--- src/rtl/mem_bus_arbiter_if.sv ---
// mem_bus_arbiter_if: picorv32-style native memory bus bundle.
//
// Signals:
//   valid  request strobe, held by the requester until ready
//   instr  instruction-fetch qualifier
//   addr   byte address (ADDR_WIDTH bits)
//   wdata  write data
//   wstrb  byte strobes, 0 means read
//   ready  completion pulse from the responder
//   rdata  read data, valid with ready
//
// Modports:
//   master  side that issues requests (drives valid/instr/addr/wdata/wstrb)
//   slave   side that answers requests (drives ready/rdata)
interface mem_bus_arbiter_if #(
    parameter int unsigned ADDR_WIDTH = 32
);
    logic                  valid;
    logic                  instr;
    logic [ADDR_WIDTH-1:0] addr;
    logic [31:0]           wdata;
    logic [3:0]            wstrb;
    logic                  ready;
    logic [31:0]           rdata;

    modport master (
        output valid, instr, addr, wdata, wstrb,
        input  ready, rdata
    );

    modport slave (
        input  valid, instr, addr, wdata, wstrb,
        output ready, rdata
    );
endinterface

--- src/rtl/mem_bus_arbiter.sv ---
// mem_bus_arbiter: shares one native memory port between two requesters.
// Requester 0 is the CPU, requester 1 a secondary master (boot loader, DMA).
// Round-robin on contention, grant held until completion, optional timeout
// that force-completes a hung transfer and raises a sticky error flag.
//
// Ports:
//   clock        system clock
//   reset        synchronous, active-high reset
//   m0, m1       requester buses (slave modport: arbiter answers them)
//   s            downstream bus (master modport: arbiter issues requests)
//   grant        index of the requester currently or last granted
//   bus_error    sticky timeout flag
//   error_clear  clears bus_error (a coincident timeout wins)
module mem_bus_arbiter #(
    parameter int unsigned TIMEOUT_CYCLES = 255,
    parameter int unsigned ADDR_WIDTH     = 32
) (
    input  logic                    clock,
    input  logic                    reset,
    mem_bus_arbiter_if.slave        m0,
    mem_bus_arbiter_if.slave        m1,
    mem_bus_arbiter_if.master       s,
    output logic                    grant,
    output logic                    bus_error,
    input  logic                    error_clear
);

    localparam int unsigned CW = (TIMEOUT_CYCLES == 0) ? 1 : $clog2(TIMEOUT_CYCLES + 1);
    localparam logic [CW-1:0] CNT_LIMIT = CW'(TIMEOUT_CYCLES);

    typedef enum logic [1:0] {
        IDLE,
        BUSY,
        RESP
    } state_t;

    state_t                state_q, state_n;
    logic                  s_valid_q, s_valid_n;
    logic                  s_instr_q, s_instr_n;
    logic [ADDR_WIDTH-1:0] s_addr_q, s_addr_n;
    logic [31:0]           s_wdata_q, s_wdata_n;
    logic [3:0]            s_wstrb_q, s_wstrb_n;
    logic                  m0_ready_q, m0_ready_n;
    logic                  m1_ready_q, m1_ready_n;
    logic [31:0]           m0_rdata_q, m0_rdata_n;
    logic [31:0]           m1_rdata_q, m1_rdata_n;
    logic                  grant_q, grant_n;
    logic                  err_q, err_n;
    logic [CW-1:0]         cnt_q, cnt_n;
    logic [CW-1:0]         cnt_inc;
    logic                  sel;
    logic                  timeout_hit;

    always_ff @(posedge clock) begin
        if (reset) begin
            state_q    <= IDLE;
            s_valid_q  <= 1'b0;
            s_instr_q  <= 1'b0;
            s_addr_q   <= '0;
            s_wdata_q  <= '0;
            s_wstrb_q  <= '0;
            m0_ready_q <= 1'b0;
            m1_ready_q <= 1'b0;
            m0_rdata_q <= '0;
            m1_rdata_q <= '0;
            grant_q    <= 1'b1;
            err_q      <= 1'b0;
            cnt_q      <= '0;
        end else begin
            state_q    <= state_n;
            s_valid_q  <= s_valid_n;
            s_instr_q  <= s_instr_n;
            s_addr_q   <= s_addr_n;
            s_wdata_q  <= s_wdata_n;
            s_wstrb_q  <= s_wstrb_n;
            m0_ready_q <= m0_ready_n;
            m1_ready_q <= m1_ready_n;
            m0_rdata_q <= m0_rdata_n;
            m1_rdata_q <= m1_rdata_n;
            grant_q    <= grant_n;
            err_q      <= err_n;
            cnt_q      <= cnt_n;
        end
    end

    // Counter value after this BUSY cycle; the timeout fires on the edge where
    // it would reach TIMEOUT_CYCLES, i.e. after exactly TIMEOUT_CYCLES BUSY cycles.
    assign cnt_inc     = cnt_q + 1'b1;
    assign timeout_hit = (TIMEOUT_CYCLES != 0) && (cnt_inc == CNT_LIMIT);

    always_comb begin
        state_n    = state_q;
        s_valid_n  = s_valid_q;
        s_instr_n  = s_instr_q;
        s_addr_n   = s_addr_q;
        s_wdata_n  = s_wdata_q;
        s_wstrb_n  = s_wstrb_q;
        m0_ready_n = 1'b0;
        m1_ready_n = 1'b0;
        m0_rdata_n = m0_rdata_q;
        m1_rdata_n = m1_rdata_q;
        grant_n    = grant_q;
        err_n      = error_clear ? 1'b0 : err_q;
        cnt_n      = cnt_q;
        // Under contention the requester not granted last time wins.
        sel        = (m0.valid && m1.valid) ? ~grant_q : m1.valid;

        unique case (state_q)
            IDLE: begin
                if (m0.valid || m1.valid) begin
                    grant_n   = sel;
                    s_valid_n = 1'b1;
                    s_instr_n = sel ? m1.instr : m0.instr;
                    s_addr_n  = sel ? m1.addr  : m0.addr;
                    s_wdata_n = sel ? m1.wdata : m0.wdata;
                    s_wstrb_n = sel ? m1.wstrb : m0.wstrb;
                    cnt_n     = '0;
                    state_n   = BUSY;
                end
            end
            BUSY: begin
                // Saturate rather than wrap (only reachable with the timeout disabled).
                cnt_n = (cnt_q == '1) ? cnt_q : cnt_inc;
                if (s.ready) begin
                    s_valid_n = 1'b0;
                    if (grant_q) begin
                        m1_rdata_n = s.rdata;
                        m1_ready_n = 1'b1;
                    end else begin
                        m0_rdata_n = s.rdata;
                        m0_ready_n = 1'b1;
                    end
                    state_n = RESP;
                end else if (timeout_hit) begin
                    s_valid_n = 1'b0;
                    err_n     = 1'b1;
                    if (grant_q) begin
                        m1_rdata_n = '0;
                        m1_ready_n = 1'b1;
                    end else begin
                        m0_rdata_n = '0;
                        m0_ready_n = 1'b1;
                    end
                    state_n = RESP;
                end
            end
            RESP: begin
                // Requesters are deliberately not sampled here so a valid still
                // high from the completed transfer is not granted again.
                state_n = IDLE;
            end
            default: begin
                state_n = IDLE;
            end
        endcase
    end

    assign s.valid   = s_valid_q;
    assign s.instr   = s_instr_q;
    assign s.addr    = s_addr_q;
    assign s.wdata   = s_wdata_q;
    assign s.wstrb   = s_wstrb_q;
    assign m0.ready  = m0_ready_q;
    assign m0.rdata  = m0_rdata_q;
    assign m1.ready  = m1_ready_q;
    assign m1.rdata  = m1_rdata_q;
    assign grant     = grant_q;
    assign bus_error = err_q;

endmodule

--- src/flat_wrapper.sv ---
// flat-port wrapper written by rule: the top's interface ports become plain ports
module mem_bus_arbiter_flat 
#(
    parameter int unsigned TIMEOUT_CYCLES = 255,
    parameter int unsigned ADDR_WIDTH     = 32
)
  (clock, reset, grant, bus_error, error_clear, m0_valid, m0_instr, m0_addr, m0_wdata, m0_wstrb, m0_ready, m0_rdata, m1_valid, m1_instr, m1_addr, m1_wdata, m1_wstrb, m1_ready, m1_rdata, s_valid, s_instr, s_addr, s_wdata, s_wstrb, s_ready, s_rdata);
  mem_bus_arbiter_if #(.ADDR_WIDTH(ADDR_WIDTH)) m0_i ();
  mem_bus_arbiter_if #(.ADDR_WIDTH(ADDR_WIDTH)) m1_i ();
  mem_bus_arbiter_if #(.ADDR_WIDTH(ADDR_WIDTH)) s_i ();
  input  logic clock;
  input  logic reset;
  output logic grant;
  output logic bus_error;
  input  logic error_clear;
  input wire logic [$bits(m0_i.valid)-1:0] m0_valid;
  input wire logic [$bits(m0_i.instr)-1:0] m0_instr;
  input wire logic [$bits(m0_i.addr)-1:0] m0_addr;
  input wire logic [$bits(m0_i.wdata)-1:0] m0_wdata;
  input wire logic [$bits(m0_i.wstrb)-1:0] m0_wstrb;
  output wire logic [$bits(m0_i.ready)-1:0] m0_ready;
  output wire logic [$bits(m0_i.rdata)-1:0] m0_rdata;
  input wire logic [$bits(m1_i.valid)-1:0] m1_valid;
  input wire logic [$bits(m1_i.instr)-1:0] m1_instr;
  input wire logic [$bits(m1_i.addr)-1:0] m1_addr;
  input wire logic [$bits(m1_i.wdata)-1:0] m1_wdata;
  input wire logic [$bits(m1_i.wstrb)-1:0] m1_wstrb;
  output wire logic [$bits(m1_i.ready)-1:0] m1_ready;
  output wire logic [$bits(m1_i.rdata)-1:0] m1_rdata;
  output wire logic [$bits(s_i.valid)-1:0] s_valid;
  output wire logic [$bits(s_i.instr)-1:0] s_instr;
  output wire logic [$bits(s_i.addr)-1:0] s_addr;
  output wire logic [$bits(s_i.wdata)-1:0] s_wdata;
  output wire logic [$bits(s_i.wstrb)-1:0] s_wstrb;
  input wire logic [$bits(s_i.ready)-1:0] s_ready;
  input wire logic [$bits(s_i.rdata)-1:0] s_rdata;
  assign m0_i.valid = m0_valid;
  assign m0_i.instr = m0_instr;
  assign m0_i.addr = m0_addr;
  assign m0_i.wdata = m0_wdata;
  assign m0_i.wstrb = m0_wstrb;
  assign m0_ready = m0_i.ready;
  assign m0_rdata = m0_i.rdata;
  assign m1_i.valid = m1_valid;
  assign m1_i.instr = m1_instr;
  assign m1_i.addr = m1_addr;
  assign m1_i.wdata = m1_wdata;
  assign m1_i.wstrb = m1_wstrb;
  assign m1_ready = m1_i.ready;
  assign m1_rdata = m1_i.rdata;
  assign s_valid = s_i.valid;
  assign s_instr = s_i.instr;
  assign s_addr = s_i.addr;
  assign s_wdata = s_i.wdata;
  assign s_wstrb = s_i.wstrb;
  assign s_i.ready = s_ready;
  assign s_i.rdata = s_rdata;
  mem_bus_arbiter #(.TIMEOUT_CYCLES(TIMEOUT_CYCLES), .ADDR_WIDTH(ADDR_WIDTH)) u_core (.clock(clock), .reset(reset), .m0(m0_i), .m1(m1_i), .s(s_i), .grant(grant), .bus_error(bus_error), .error_clear(error_clear));
endmodule
--- config.mk ---
export PLATFORM = sky130hd
export DESIGN_NAME = mem_bus_arbiter_flat
export DESIGN_NICKNAME = d
export VERILOG_FILES = /design/src/rtl/mem_bus_arbiter_if.sv /design/src/rtl/mem_bus_arbiter.sv /design/src/flat_wrapper.sv
export SDC_FILE = /design/constraint.sdc
export NUM_CORES = 1
export LEC_CHECK = 0
export ABC_AREA = 1
export BUFFER_PORTS_ARGS = -buffer_cell sky130_fd_sc_hd__buf_2
export CORE_AREA = 5 5 137 139
export CTS_BUF_LIST = sky130_fd_sc_hd__clkbuf_8
export CTS_CLUSTER_DIAMETER = 120
export CTS_CLUSTER_SIZE = 14
export DETAILED_ROUTE_END_ITERATION = 10
export DIE_AREA = 0 0 142 144
export PLACE_DENSITY = 0.72
export SLEW_MARGIN = 20
export SYNTH_ARGS = -nofsm -noshare
export SYNTH_HDL_FRONTEND = slang
export SYNTH_SLANG_ARGS = --single-unit
export TNS_END_PERCENT = 50
--- constraint.sdc ---
create_clock -name clock -period 2.1 [get_ports clock]
set_input_delay 0.42 -clock clock [delete_from_list [all_inputs] [get_ports clock]]
set_output_delay 0.42 -clock clock [all_outputs]
set_load 0.02 [all_outputs]
; Word level (Yosys, flattened, before mapping)
; Cells that the tools add are included.
[totals]
out_inout_bits = 138
ff_bits = 148
input_bits = 176
wordCells = 68
[classes]
n_bitwise = 2
reduce_logical = 12
add_sub_neg = 1
muxes = 34
n_eq_ne = 6
[ops]
columns = cell, count
row1 = two-way mux 32 bit, 10
row2 = == test 8 bit (second input constant), 2
row3 = two-way mux 8 bit, 2
row4 = one-hot mux 8 bit (2 select lines), 1
row5 = two-way mux 1 bit, 15
row6 = AND reduction 3 bit, 4
row7 = adder 8 x 1 -> 8 bit (second input constant), 1
row8 = two-way mux 2 bit, 3
row9 = two-way mux 4 bit, 1
row10 = one-hot mux 2 bit (2 select lines), 1
row11 = AND reduction 2 bit, 2
row12 = nonzero test 2 bit, 2
row13 = inequality test 3 x 2 -> 1 bit (second input constant), 1
row14 = == test 2 x 1 -> 1 bit (second input constant), 1
row15 = logical NOT 2 bit, 1
row16 = inequality test 2 x 1 -> 1 bit (second input constant), 1
row17 = inequality test 2 bit (second input constant), 1
row18 = inverter 1 bit, 2
row19 = one-hot mux 1 bit (2 select lines), 1
row20 = OR reduction 2 bit, 1
row21 = logical AND 1 bit, 1
row22 = logical OR 1 bit, 1

; Logic depth before layout (Yosys ltp)
[depth]
word_depth = 5
mapped_depth = 14

; Least setup slack after synthesis
; No wires, ideal clock.
[synth_path]
path_kind = register to register
from = register u_core.grant_q (netlist: u_core.grant)
to = register u_core.s_wdata_q[10] (netlist: u_core.s.wdata[10])
setup_ps = 136
arrival_ps = 1655
stages_incl_launch_ff = 8
required_time_ps = 1964
synth_period_minus_slack_ps = 1791
setup_slack_ps = 309
path_cell_list = dfxtp_1 > buf_2 > a21oi_1 > clkinv_1 > buf_2 > buf_1 > nand2_1 > a31oi_1
[synth_via]
elab_chain_cells = 3
[synth_lines]
columns = element, line_no
row1 = start: declaration, mem_bus_arbiter.sv:47  ; logic grant_q, grant_n;
row2 = start signal: assignment, mem_bus_arbiter.sv:80  ; grant_q <= grant_n;
row3 = inverter 1 bit, mem_bus_arbiter.sv:106  ; sel = (m0.valid && m1.valid) ? ~grant_q : m1.valid;
row4 = two-way mux 1 bit, mem_bus_arbiter.sv:106
row5 = two-way mux 32 bit, mem_bus_arbiter.sv:115  ; s_wdata_n = sel ? m1.wdata : m0.wdata;
row6 = end signal: assignment, mem_bus_arbiter.sv:74  ; s_wdata_q <= s_wdata_n;
row7 = end: declaration, mem_bus_arbiter.sv:41  ; logic [31:0] s_wdata_q, s_wdata_n;
; No other way between the ends.
; A chain may end at the register's enable or synchronous reset.

; Worst setup path in the final report
[layout_path]
from = register u_core.cnt_q[1]
to = register u_core.m1_rdata_q[20] (netlist: u_core.m1.rdata[20])
[layout_via]
elab_chain_cells = 4
[layout_lines]
columns = element, line_no
row1 = start: declaration, mem_bus_arbiter.sv:49  ; logic [CW-1:0] cnt_q, cnt_n;
row2 = start signal: assignment, mem_bus_arbiter.sv:82  ; cnt_q <= cnt_n;
row3 = adder 8 x 1 -> 8 bit, mem_bus_arbiter.sv:88  ; assign cnt_inc = cnt_q + 1'b1;
row4 = == test 8 bit, mem_bus_arbiter.sv:89  ; assign timeout_hit = (TIMEOUT_CYCLES != 0) && (cnt_inc == CNT_LIMIT);
row5 = nonzero test 2 bit (no source line), -
row6 = AND reduction 3 bit (no source line), -
row7 = end signal: assignment, mem_bus_arbiter.sv:79  ; m1_rdata_q <= m1_rdata_n;
row8 = end: declaration, mem_bus_arbiter.sv:46  ; logic [31:0] m1_rdata_q, m1_rdata_n;
; No other way between the ends.

==> flow_summary.json <==
{
  "dp_hpwl_mm": 15.35,
  "cts_sinks": 148,
  "rows": 49,
  "drive_above_1_share_pct": 30.67,
  "syn-num-nets": 1169,
  "crit_slowest_cell": "dfxtp_4",
  "maxCapViolCount": 0,
  "wl_met1_mm": 8.496,
  "hold_path_class": "input pin to flip-flop",
  "drv_slew": 0,
  "core_sq_um": 17530,
  "avgRoutedWirePerCell_um": 14.20,
  "place_inst": 1485,
  "fin_skew_ns": 0.01234,
  "startpoint_type": "flip-flop",
  "dr_wl_met2_mm": 10.47,
  "synth-edff-count": 0,
  "first_global_vias": 6484,
  "worstPathRequired_ns": 2.49,
  "synthArstFlopShare_pct": 0,
  "insertion_delay_ns": 0.45,
  "grt_max_degree": 82,
  "synthCells": 991,
  "yosysSeqAreaShare_pct": 44.53,
  "route.met3.wl_mm": 2.204,
  "grt_pass1_wl_mm": 32.42,
  "drcViolationCount": 0,
  "htreeDepth": 4,
  "path_buf_inv": 1,
  "io_buffers": 313,
  "overflow": 0,
  "synthToLayoutAreaGrowth_pct": 35.45,
  "whs_ns": 0.2233,
  "max_freq_mhz": 513.6,
  "stdcell_count": 1520,
  "p_leak_nw": 4.882,
  "layout.nets": 1458,
  "pin_count": 314,
  "cts-root-buf": "clkbuf_8",
  "cts_made_buffers": 17,
  "synth_top_area_cell": "dfxtp_1",
  "clk_pin_slew_worst_paths_ns": 0.09,
  "path_common_cell": "nand2_1",
  "ir_drop_uv": 383.5,
  "antenna_found_initial": 1,
  "cp.arrival_ns": 2.33,
  "totalWireLength_mm": 21.59,
  "place.gp.congestion": 0.8483,
  "syn_area_sq_um": 6654,
  "final.setup.tns_ns": 0,
  "antenna_left": 0,
  "via_per_inst": 4.709,
  "yosysUniqueCellTypes": 23,
  "worst-setup-path-type": "flip-flop to flip-flop",
  "final_util_pct": 51.40,
  "status": "finished clean",
  "synth_area_per_cell_sq_um": 6.714,
  "setup_viol": 0,
  "yosys-top-cells-area": "dfxtp_1, nand2_1, inv_1",
  "timing.final.crit_share_pct": 92.71,
  "grtUsageTotal_pct": 19.62,
  "tightest_slew_ns": 0.5431,
  "cts_tree": "built",
  "slew_headroom_pct": 63.75,
  "clockBufferDepth": 2,
  "synth_seq_cells": 148,
  "cpPeakStageDelay_ns": 0.39,
  "die_area_sq_um": 20450,
  "top_layer": "met5",
  "crit_family": "simple AND/OR/NAND/NOR gates",
  "worstPathCellList": "ha_4, nand2_1, o21bai_1, nand2_1, nor2_1, nand2_2, nand2_4, nand3_4, clkbuf_16, nand2_1, nand2_1, nor2_1",
  "synth_top_area_share_pct": 44.53,
  "hold_viol_final": 0,
  "initial_core_util_pct": 37.95,
  "fin_crit_ns": 1.947,
  "yosys_warnings": 0,
  "first_iter_violations": 324,
  "yosys-top-cells-count": "nand2_1, dfxtp_1, inv_1, nor2_1, o21ai_0",
  "firstDrtPassIters": 5,
  "p_per_area_nw_per_um2": 795.5,
  "yosysMostFrequentCell": "nand2_1",
  "die_h_um": 144,
  "end_kind": "flip-flop",
  "crit_path_max_fanout": 12,
  "synth_flop_cell": "dfxtp_1",
  "antennaDiodeCount": 0,
  "die_w_um": 142,
  "vias": 7158
}
final timing paths:
kind | cells past startpoint | startpoint | slack (ns) | endpoint
worst max-delay path | 12 | u_core.cnt_q[1]$_SDFFE_PP0P_ | 0.15 | u_core.m1.rdata[20]$_SDFFE_PP0P_
worst min-delay path | 3 | m0_addr[14] | 0.22 | u_core.s.addr[14]$_SDFFE_PP0P_
worst max register to register | 12 | u_core.cnt_q[1]$_SDFFE_PP0P_ | 0.15 | u_core.m1.rdata[20]$_SDFFE_PP0P_
worst min register to register | 2 | u_core.s.valid$_SDFFE_PP0P_ | 0.46 | u_core.s.valid$_SDFFE_PP0P_
power breakdown:
group	total, mW	leakage, nW	internal (mW)	switching (mW)
clock	2.41	0.211	1.28	1.13
combinational	1.59	3.45	0.571	1.02
sequential	3.16	1.22	3.04	0.119
total	7.17	4.88	4.90	2.27
stage by stage:
| step | worst slack [ns] | area [sq um] | total power [mW] |
|---|---|---|---|
| floorplan | 0.3085 | 6654 | 4.151 |
| global placement | 0.2136 | 8447 | 4.768 |
| detailed placement | 0.1431 | 8447 | 4.786 |
| CTS | 0.1115 | 8867 | 7.206 |
| global route | -0.002527 | 9012 | 7.552 |
| finish | 0.1530 | 9012 | 7.169 |
cells in the final DEF, fill, tap and decap left out, types with 5 or more instances in the layout:
| cell | instances |
|---|---|
| clkbuf_8 | 17 |
| a21oi_1 | 11 |
| nand3_1 | 9 |
| clkinv_4 | 5 |
| inv_1 | 129 |
| buf_12 | 7 |
| a31oi_1 | 69 |
| nand4_1 | 30 |
| buf_4 | 13 |
| o21ai_0 | 71 |
| nor2_2 | 12 |
| dfxtp_1 | 143 |
| nand2_1 | 321 |
| buf_2 | 313 |
| nor2_1 | 106 |
sequential cells by signal, indices dropped and copies added, names as in the netlist:
register and count:
u_core.grant 1, u_core.m0.rdata 32, u_core.s.instr 1, u_core.state_q 2, u_core.s.addr 32, u_core.s.wstrb 4, u_core.m0.ready 1, u_core.cnt_q 8
u_core.m1.rdata 32, u_core.s.valid 1, u_core.bus_error 1, u_core.s.wdata 32, u_core.m1.ready 1
logic make-up after synthesis:
group           share of synthesized area (%)
fa+ha+maj                              0.3760
flops                                   44.53
simple gates                            29.79
compound gates                          13.18
buf+inv                                 12.13
routing by layer:
metal | vias to the layer above | GRT usage, %
met1 | 3154 | 24.67
li1 | 3684 | -
met4 | 2 | 6.212
met2 | 294 | 32.22
met5 | - | 0
met3 | 24 | 6.184
area by class of cell:
type,instances,area (sq um)
Sequential cell,148,2974
Fill cell,1800,8522
Multi-Input combinational cell,644,2920
Inverter,131,493.0
Clock buffer,17,234.0
Clock inverter,13,186.4
Timing Repair Buffer,338,1918
Tap cell,229,286.5
repair_timing:
item                                    in CTS  in global routing
hold buffers                                 0                  0
buffers inserted                             0                  1
gates resized for setup                      0                 12
endpoints found under the setup margin       0                 64
worst min-delay path, cell delays in order:
cell and delay, ns:
buf_2 0.10, nand2_1 0.05, a31oi_1 0.07
(Power assumes the default switching activity.)
